$ cat config.mk
export PLATFORM = sky130hd
export DESIGN_NAME = muldiv_unit
export DESIGN_NICKNAME = d
export VERILOG_FILES = /design/src/rtl/muldiv_unit.sv
export SDC_FILE = /design/constraint.sdc
export NUM_CORES = 1
export LEC_CHECK = 0
export ABC_AREA = 1
export CORE_ASPECT_RATIO = 1.75
export CORE_MARGIN = 5
export CORE_UTILIZATION = 51
export DETAILED_ROUTE_END_ITERATION = 10
export GPL_ROUTABILITY_DRIVEN = 1
export GPL_TIMING_DRIVEN = 0
export PLACE_DENSITY_LB_ADDON = 0.2
export REMOVE_ABC_BUFFERS = 1
export SYNTH_ARGS = -nofsm -noshare
export SYNTH_HDL_FRONTEND = slang
export SYNTH_SLANG_ARGS = --single-unit
$ cat constraint.sdc
create_clock -name clk -period 4.45 [get_ports clk]
set_clock_uncertainty 0.05 [all_clocks]
set_input_delay 0.445 -clock clk [delete_from_list [all_inputs] [get_ports clk]]
set_output_delay 0.445 -clock clk [all_outputs]
set_load 0.02 [all_outputs]
$ cat src/rtl/muldiv_unit.sv
// Iterative RV32M multiply/divide unit feeding the register-file write port.
// One shift-add or restoring-divide step per cycle over a shared 64-bit register.
module muldiv_unit #(
    parameter int XLEN = 32
) (
    input  logic            clk,
    input  logic            rst,
    input  logic            start,
    input  logic [31:0]     instruction,
    input  logic [XLEN-1:0] rs1_data,
    input  logic [XLEN-1:0] rs2_data,
    output logic            busy,
    output logic            done,
    output logic [XLEN-1:0] result,
    output logic [4:0]      rd_addr,
    output logic            reg_wr_en
);

    typedef enum logic [1:0] {
        IDLE   = 2'd0,
        CALC   = 2'd1,
        FINISH = 2'd2
    } state_t;

    state_t            r_state;
    logic [5:0]        r_cnt;
    logic [2*XLEN-1:0] r_p;
    logic [XLEN-1:0]   r_b;
    logic [2:0]        r_f3;
    logic [4:0]        r_rd;
    logic              r_neg_res;
    logic              r_neg_rem;
    logic              r_busy;
    logic              r_done;
    logic [XLEN-1:0]   r_result;
    logic [4:0]        r_rd_addr;
    logic              r_wr_en;

    logic [2:0]        w_f3;
    logic              w_is_m;
    logic              w_is_div;
    logic              w_a_signed;
    logic              w_b_signed;
    logic              w_a_neg;
    logic              w_b_neg;
    logic [XLEN-1:0]   w_a_mag;
    logic [XLEN-1:0]   w_b_mag;
    logic              w_div_zero;
    logic              w_ovf;
    logic              w_special;
    logic [XLEN-1:0]   w_special_res;
    logic              w_unused;

    assign w_f3     = instruction[14:12];
    assign w_is_m   = (instruction[6:0] == 7'b0110011)
                   && (instruction[31:25] == 7'b0000001);
    assign w_is_div = w_f3[2];
    assign w_unused = ^instruction[24:15];

    // MUL/MULH/MULHSU/DIV/REM treat rs1 as signed; only MUL/MULH/DIV/REM sign rs2
    assign w_a_signed = w_f3[2] ? ~w_f3[0] : (w_f3[1:0] != 2'b11);
    assign w_b_signed = w_f3[2] ? ~w_f3[0] : ~w_f3[1];

    assign w_a_neg = w_a_signed & rs1_data[XLEN-1];
    assign w_b_neg = w_b_signed & rs2_data[XLEN-1];
    assign w_a_mag = w_a_neg ? (~rs1_data + 1'b1) : rs1_data;
    assign w_b_mag = w_b_neg ? (~rs2_data + 1'b1) : rs2_data;

    assign w_div_zero = w_is_div && (rs2_data == '0);
    assign w_ovf      = w_is_div && !w_f3[0]
                     && (rs1_data == {1'b1, {(XLEN-1){1'b0}}})
                     && (rs2_data == {XLEN{1'b1}});
    assign w_special  = w_div_zero | w_ovf;

    always_comb begin
        w_special_res = '0;
        if (w_div_zero)
            w_special_res = w_f3[1] ? rs1_data : {XLEN{1'b1}};
        else if (w_ovf)
            w_special_res = w_f3[1] ? '0 : {1'b1, {(XLEN-1){1'b0}}};
    end

    logic              r_is_div;
    logic [XLEN:0]     w_msum;
    logic [XLEN:0]     w_rsh;
    logic [XLEN:0]     w_diff;
    logic [2*XLEN-1:0] w_step;
    logic [2*XLEN-1:0] w_prod;
    logic [XLEN-1:0]   w_quot;
    logic [XLEN-1:0]   w_rem;
    logic [XLEN-1:0]   w_final;

    assign w_msum = {1'b0, r_p[2*XLEN-1:XLEN]}
                  + (r_p[0] ? {1'b0, r_b} : '0);
    assign w_rsh  = {r_p[2*XLEN-1:XLEN], r_p[XLEN-1]};
    assign w_diff = w_rsh - {1'b0, r_b};

    // Divide keeps {remainder, quotient}; multiply keeps {partial, multiplier}
    always_comb begin
        w_step = {w_msum, r_p[XLEN-1:1]};
        if (r_is_div) begin
            if (w_diff[XLEN])
                w_step = {w_rsh[XLEN-1:0], r_p[XLEN-2:0], 1'b0};
            else
                w_step = {w_diff[XLEN-1:0], r_p[XLEN-2:0], 1'b1};
        end
    end

    assign w_prod = r_neg_res ? (~w_step + 1'b1) : w_step;
    assign w_quot = r_neg_res ? (~w_step[XLEN-1:0] + 1'b1)
                              : w_step[XLEN-1:0];
    assign w_rem  = r_neg_rem ? (~w_step[2*XLEN-1:XLEN] + 1'b1)
                              : w_step[2*XLEN-1:XLEN];

    always_comb begin
        w_final = '0;
        case (r_f3)
            3'b000:                 w_final = w_prod[XLEN-1:0];
            3'b001, 3'b010, 3'b011: w_final = w_prod[2*XLEN-1:XLEN];
            3'b100, 3'b101:         w_final = w_quot;
            default:                w_final = w_rem;
        endcase
    end

    always_ff @(posedge clk) begin
        if (!rst) begin
            r_state   <= IDLE;
            r_cnt     <= '0;
            r_p       <= '0;
            r_b       <= '0;
            r_f3      <= '0;
            r_rd      <= '0;
            r_is_div  <= 1'b0;
            r_neg_res <= 1'b0;
            r_neg_rem <= 1'b0;
            r_busy    <= 1'b0;
            r_done    <= 1'b0;
            r_result  <= '0;
            r_rd_addr <= '0;
            r_wr_en   <= 1'b0;
        end else begin
            case (r_state)
                IDLE: begin
                    if (start && w_is_m) begin
                        r_f3      <= w_f3;
                        r_rd      <= instruction[11:7];
                        r_is_div  <= w_is_div;
                        r_neg_res <= w_a_neg ^ w_b_neg;
                        r_neg_rem <= w_a_neg;
                        r_b       <= w_is_div ? w_b_mag : w_a_mag;
                        r_p       <= {{XLEN{1'b0}},
                                      (w_is_div ? w_a_mag : w_b_mag)};
                        r_cnt     <= '0;
                        r_busy    <= 1'b1;
                        if (w_special) begin
                            r_result  <= w_special_res;
                            r_rd_addr <= instruction[11:7];
                            r_done    <= 1'b1;
                            r_wr_en   <= (instruction[11:7] != 5'd0);
                            r_state   <= FINISH;
                        end else begin
                            r_state <= CALC;
                        end
                    end
                end
                CALC: begin
                    r_p <= w_step;
                    if (r_cnt == 6'd31) begin
                        r_cnt     <= '0;
                        r_result  <= w_final;
                        r_rd_addr <= r_rd;
                        r_done    <= 1'b1;
                        r_wr_en   <= (r_rd != 5'd0);
                        r_state   <= FINISH;
                    end else begin
                        r_cnt <= r_cnt + 6'd1;
                    end
                end
                FINISH: begin
                    r_done  <= 1'b0;
                    r_wr_en <= 1'b0;
                    r_busy  <= 1'b0;
                    r_state <= IDLE;
                end
                default: begin
                    r_busy  <= 1'b0;
                    r_done  <= 1'b0;
                    r_wr_en <= 1'b0;
                    r_state <= IDLE;
                end
            endcase
        end
    end

    assign busy      = r_busy;
    assign done      = r_done;
    assign result    = r_result;
    assign rd_addr   = r_rd_addr;
    assign reg_wr_en = r_wr_en;

endmodule
Yosys cells after proc, flatten, opt, wreduce, memory -nomap -nowiden
Cells that the tools add are included.
{"block": "classes", "add_sub_neg": 8, "n_eq_ne": 15, "mux": 44, "bitwise": 12, "n_reduce_logical": 21}
{"op": "$mux W32", "n": 14}
{"op": "$mux W64", "n": 4}
{"op": "$add A32 B1 Y32 const B", "n": 4}
{"op": "$not A32 Y32", "n": 4}
{"op": "$pmux W64 S2", "n": 1}
{"op": "$pmux W32 S3", "n": 1}
{"op": "$add A64 B1 Y64 const B", "n": 1}
{"op": "$eq A32 B32 Y1 const B", "n": 2}
{"op": "$not A64 Y64", "n": 1}
{"op": "$pmux W32 S2", "n": 1}
{"op": "$add A32 B32 Y33", "n": 1}
{"op": "$sub A33 B32 Y33", "n": 1}
{"op": "$logic_not A32 Y1", "n": 1}
{"op": "$mux W5", "n": 3}
{"op": "$mux W6", "n": 2}
{"op": "$pmux W6 S2", "n": 1}
{"op": "$pmux W5 S2", "n": 1}
{"op": "$reduce_bool A5 Y1", "n": 2}
{"op": "$mux W1", "n": 9}
{"op": "$ne A2 B2 Y1 const B", "n": 4}
{"op": "$reduce_and A2 Y1", "n": 4}
{"op": "$eq A7 B1 Y1 const B", "n": 1}
{"op": "$eq A7 B6 Y1 const B", "n": 1}
{"op": "$add A6 B1 Y6 const B", "n": 1}
{"op": "other kinds (21)", "n": 35}
{"block": "word_totals", "regBits": 155, "output_inout_bits": 40}

Depth between registers and ports, before layout
{"block": "logic_depth", "depth_word": 9, "mapped_depth": 34, "ltp_nobuf": 34}

Least setup slack after synthesis
No wires, ideal clock.
{"block": "synth_path", "kind": "register to register", "startpoint": "register r_p[31]", "endpoint": "register r_result[28], in the netlist result[28]", "setup_time_ns": 0.135, "arrival_ns": 3.710, "required_time_ns": 4.265, "path_slack_ns": 0.555, "stages_incl_launch_ff": 34, "n_path_buf": 0, "path_cell_list": "dfxtp_1 > inv_1 > ha_1 > inv_1 > fa_1 > nand2_1 > nand2_1 > nand3_2 > nand2_4 > nand2_1 > nand2_2 > nand2_4 > nand3_2 > nand2_8 > nand2_2 > nand2_4 > ha_1 > nand2_1 > inv_1 > nand4_1 > nor2_1 > nand2_1 > nor2_2 > nand3_1 > o21ai_1 > nand2_1 > a21oi_4 > nand2_1 > nand2_1 > nand2_1 > nand2_1 > nand3_1 > nand2_1 > a21oi_2"}
{"block": "synth_between", "elab_chain_cells": 9, "elab_cells_between_ends": 15, "cone_classes": "4 x add/sub; 8 x mux; 3 x bitwise"}
{"item": "start: declaration", "line_no": "27", "source": "logic [2*XLEN-1:0] r_p;"}
{"item": "start signal: assignment", "line_no": "151", "source": "r_p <= {{XLEN{1'b0}},"}
{"item": "start signal: assignment", "line_no": "167", "source": "r_p <= w_step;"}
{"item": "$sub A33 B32 Y33", "line_no": "96", "source": "assign w_diff = w_rsh - {1'b0, r_b};"}
{"item": "$mux W64", "line_no": "102", "source": "if (w_diff[XLEN])"}
{"item": "$mux W64 *", "line_no": "101", "source": "if (r_is_div) begin"}
{"item": "$not A64 Y64 (tied with other cells)", "line_no": "109", "source": "assign w_prod = r_neg_res ? (~w_step + 1'b1) : w_step;"}
{"item": "$add A64 B1 Y64 (tied with other cells)", "line_no": "109"}
{"item": "$mux W64 (tied with other cells)", "line_no": "109"}
{"item": "$pmux W32 S3 *", "line_no": "117", "source": "case (r_f3)"}
{"item": "$mux W32 *", "line_no": "168", "source": "if (r_cnt == 6'd31) begin"}
{"item": "$pmux W32 S2 *", "line_no": "142", "source": "case (r_state)"}
{"item": "end signal: assignment", "line_no": "156", "source": "r_result <= w_special_res;"}
{"item": "end signal: assignment", "line_no": "170", "source": "r_result <= w_final;"}
{"item": "end: declaration", "line_no": "35", "source": "logic [XLEN-1:0] r_result;"}
Mark *: on every way between the ends. The rest lies on a longest branch, timed or not. The select of a mux whose other input is x is not followed.
A chain may end at the register's enable or synchronous reset.

Final worst setup path
{"block": "layout_path", "startpoint": "register r_p[31]", "endpoint": "register r_result[20], in the netlist result[20]"}
Same word-level chain as after synthesis.

==> metrics.md <==
| Metric | Value |
|---|---|
| Outcome | complete, but fails checks |
| Violated checks | setup timing |
| Cell taking the most area after synthesis | nand2_1 |
| Slew @ Worst Pin | 1090 ps |
| RSZ-0062 raised after global routing | yes |
| Fillers | 3751 |
| Tot GR Track Use | 38.9% |
| Register area share after synthesis | between 10% and 20% |
| RR Startpoint | r_p[31]$_SDFFE_PN0P_ |
| Antenna violations before repair | 0 |
| Crit path top cell by count | nand2_4 |
| Site Rows | 92 |
| Startpoint Class | flip-flop |
| Starting Density | between 50% and 60% |
| Synthesized flop and latch total | 154 |
| WL/cell | between 20 and 25 µm |
| Mapped cell area | 18500 µm² |
| R2r endpoint | result[20]$_SDFFE_PN0P_ |
| Max-slew headroom | a little over a quarter |
| Largest net degree at the start of global routing | 91 |
| Ant diodes | 0 |
| Fmax | 0.223 GHz |
| Drt total wl | 82700 µm |
| Avg Synthesized Cell Area | 5.55 µm² |
| Drt pass-1 iters | 8 |
| CTS HTree Levels | 4 |
| Main area contributors after synthesis | nand2_1 21%, dfxtp_1 17%, inv_1 10% |
| Reg2reg setup slack | -20 ps |
| HP Start | rst |
| Die Height | between 200 and 300 µm |
| Hold Crit Depth | 3 |
| Via count | 22600 |
| Detailed placement HPWL | 62500 µm |
| Critical path fanouts, max | 6 |
| Final hold violations | 0 |
| Iter 0 DRT Violations | 1973 |
| Area growth syn-to-layout | 16.6% |
| Fin crit period | 4470 ps |
| Sum Neg Setup Slack | -36.1 ps |
| Chip Width | 154 µm |
| CTS tree | yes |
| Port bufs | 128 |
| Vias in the first global route | 21400 |
| CP Data Required Time | 4790 ps |
| Total Nets Final | 3587 |
| Hold WS | 367 ps |
| Endpoint with the worst hold slack | result[25]$_SDFFE_PN0P_ |
| Total gr overflow | 0 |
| # IOs | 139 |
| Core Region | 35900 µm² |
| Commonest non-fill, non-tap cell in the layout | nand2_1 |
| Final critical-path share of the clock period | 101% |
| Synth unique cells | 58 |
| Layout cells sized above 1 | 10.4% |
| Post-synth ARST share | 0% |
| Worst Hold Class | primary input to flip-flop |
| CP max stage cell | dfxtp_2 |
| Post-synth EDFFs | 0 |
| CP Class | flip-flop to flip-flop |
| Critical path arrival | 4820 ps |
| Worst IR Drop VDD | between 0.2 and 0.3 mV |
| Number of max-cap violations | 0 |
| GPL Wtd Cong | 1.06 |
| Ys flop type | dfxtp_1 |
| Clk Latency, worst-skew pair | approximately 470 ps |
| First-pass GRT wire length | 120000 µm |
| Reg2reg path depth | 33 |
| Final Worst Setup Slack | -24.4 ps |
| CP max stage delay | 340 ps |
| Via density | 5.79 |
| Total die area | 40300 µm² |
| Clk root buf | clkbuf_16 |
| Final ANT Viol Nets | 0 |
| Mapped Cells | 3326 |
| Ys Warns | 0 |
| Clock slew seen by the registers of the worst setup and hold paths | 70 ps |
| Top cell type's share of synthesized area | between 20% and 30% |
| CP Capture Type | flip-flop |
| Clock buffer count from CTS | 17 |
| Hold-fix buffers, CTS | 0 |
| Commonest non-fill, non-tap cells in the layout | 1027 x nand2_1, 486 x inv_1, 278 x nor2_1, 216 x nand3_1, 213 x a21oi_1 |
| Pwr/cell area | 148 nW/µm² |
| Leak | 0.0111 µW |
| CTS Sinks | 154 |
| Slew Limit Fails | 0 |
| Residual DRC count | 0 |
| # setup viols final | 2 |
| Max Root-Sink Buffers | 2 |
## flip-flops by register name (all words and copies together), names as in the netlist
register / count
r_state: 2
busy: 1
r_cnt: 6
r_p: 64
reg_wr_en: 1
r_rd: 5
done: 1
r_neg_rem: 1
rd_addr: 5
r_b: 32
r_f3: 3
result: 32
r_neg_res: 1
## cell usage after synthesis, types with 22 or more instances
master,number
nor2_1,289
nor3_1,29
inv_1,493
clkbuf_1,70
nand2_2,59
nand3_1,229
ha_1,70
nand4_1,42
o21ai_0,194
a21oi_1,221
nor2_2,22
dfxtp_1,154
nand2_1,1053
xor2_1,82
## worst max-delay path by stage
| stage | startpoint | to | depth (start not counted) |
|---|---|---|---|
| after floorplan | r_state[0]$_SDFFE_PN0P_ | result[13]$_SDFFE_PN0P_ | 11 |
| after CTS | r_p[31]$_SDFFE_PN0P_ | result[30]$_SDFFE_PN0P_ | 35 |
| after global placement | r_state[0]$_SDFFE_PN0P_ | result[20]$_SDFFE_PN0P_ | 11 |
| after detailed placement | r_p[31]$_SDFFE_PN0P_ | result[26]$_SDFFE_PN0P_ | 33 |
| final | r_p[31]$_SDFFE_PN0P_ | result[20]$_SDFFE_PN0P_ | 33 |
| after global routing | r_p[31]$_SDFFE_PN0P_ | result[30]$_SDFFE_PN0P_ | 34 |
## routing by layer
metal	share of wire, %	vias to the layer above	GRT usage (%)
met1	33	10200	38.0
met2	49	1162	69.4
met4	11	0	37.2
met5	0	-	0
met3	6.8	380	5.47
li1	-	10800	-
## stage by stage
step                      utilization, %  worst slack [ps]  area, µm²  instances  power [µW]
after floorplan                        -             -1870      17900       3212        1540
after global placement              55.1             -8440      19800       3810        1710
after detailed placement            55.6             -1510      20000       3817        1720
after CTS                           58.6             -98.4      21000       3882        3160
after global routing                60.0              -160      21500       3899        3240
final                               60.0             -24.4      21500       3899        3180
## cells by family (layout without fill, tap and decap cells)
| family | count (synthesis) | in the layout | synth area share, % |
|---|---|---|---|
| flip-flops | 154 | 154 | 16.7 |
| AO/OA/AOI/OAI | 565 | 565 | 17.5 |
| XOR/XNOR | 102 | 102 | 4.88 |
| adder cells (fa/ha/maj) | 72 | 72 | 4.96 |
| AND/OR/NAND/NOR | 1808 | 1812 | 42.6 |
| buffers and inverters | 625 | 724 | 13.3 |
## worst max-delay path: cells and delay by family, from the launching register on
kind | cells | cell delay (ps)
buffers and inverters | 3 | 340
AND/OR/NAND/NOR | 24 | 2370
flip-flops | 1 | 340
AO/OA/AOI/OAI | 3 | 670
adder cells (fa/ha/maj) | 3 | 600
## final cells by class
type	instances	area (µm²)	share of cell area, %
flip-flops and latches	154	3110	14.4
inverters	511	1940	9.00
multi-input cells	2551	13500	62.6
clock buffers	19	433	2.01
clock inverters	13	120	0.558
repair buffers	181	1870	8.69
well taps	470	588	2.73
## what timing repair did
action                     CTS  global route
cloned                       2             2
resized for setup           64            75
setup endpoints to repair  110            60
setup buffers               31            14
pin swaps                   28            47
## power by group
group	switching [µW]	internal [µW]	leakage, µW
sequential	0.0458	1380	0.00125
combinational	198	129	0.00957
clock	703	774	0.000264
(Power assumes the default switching activity.)
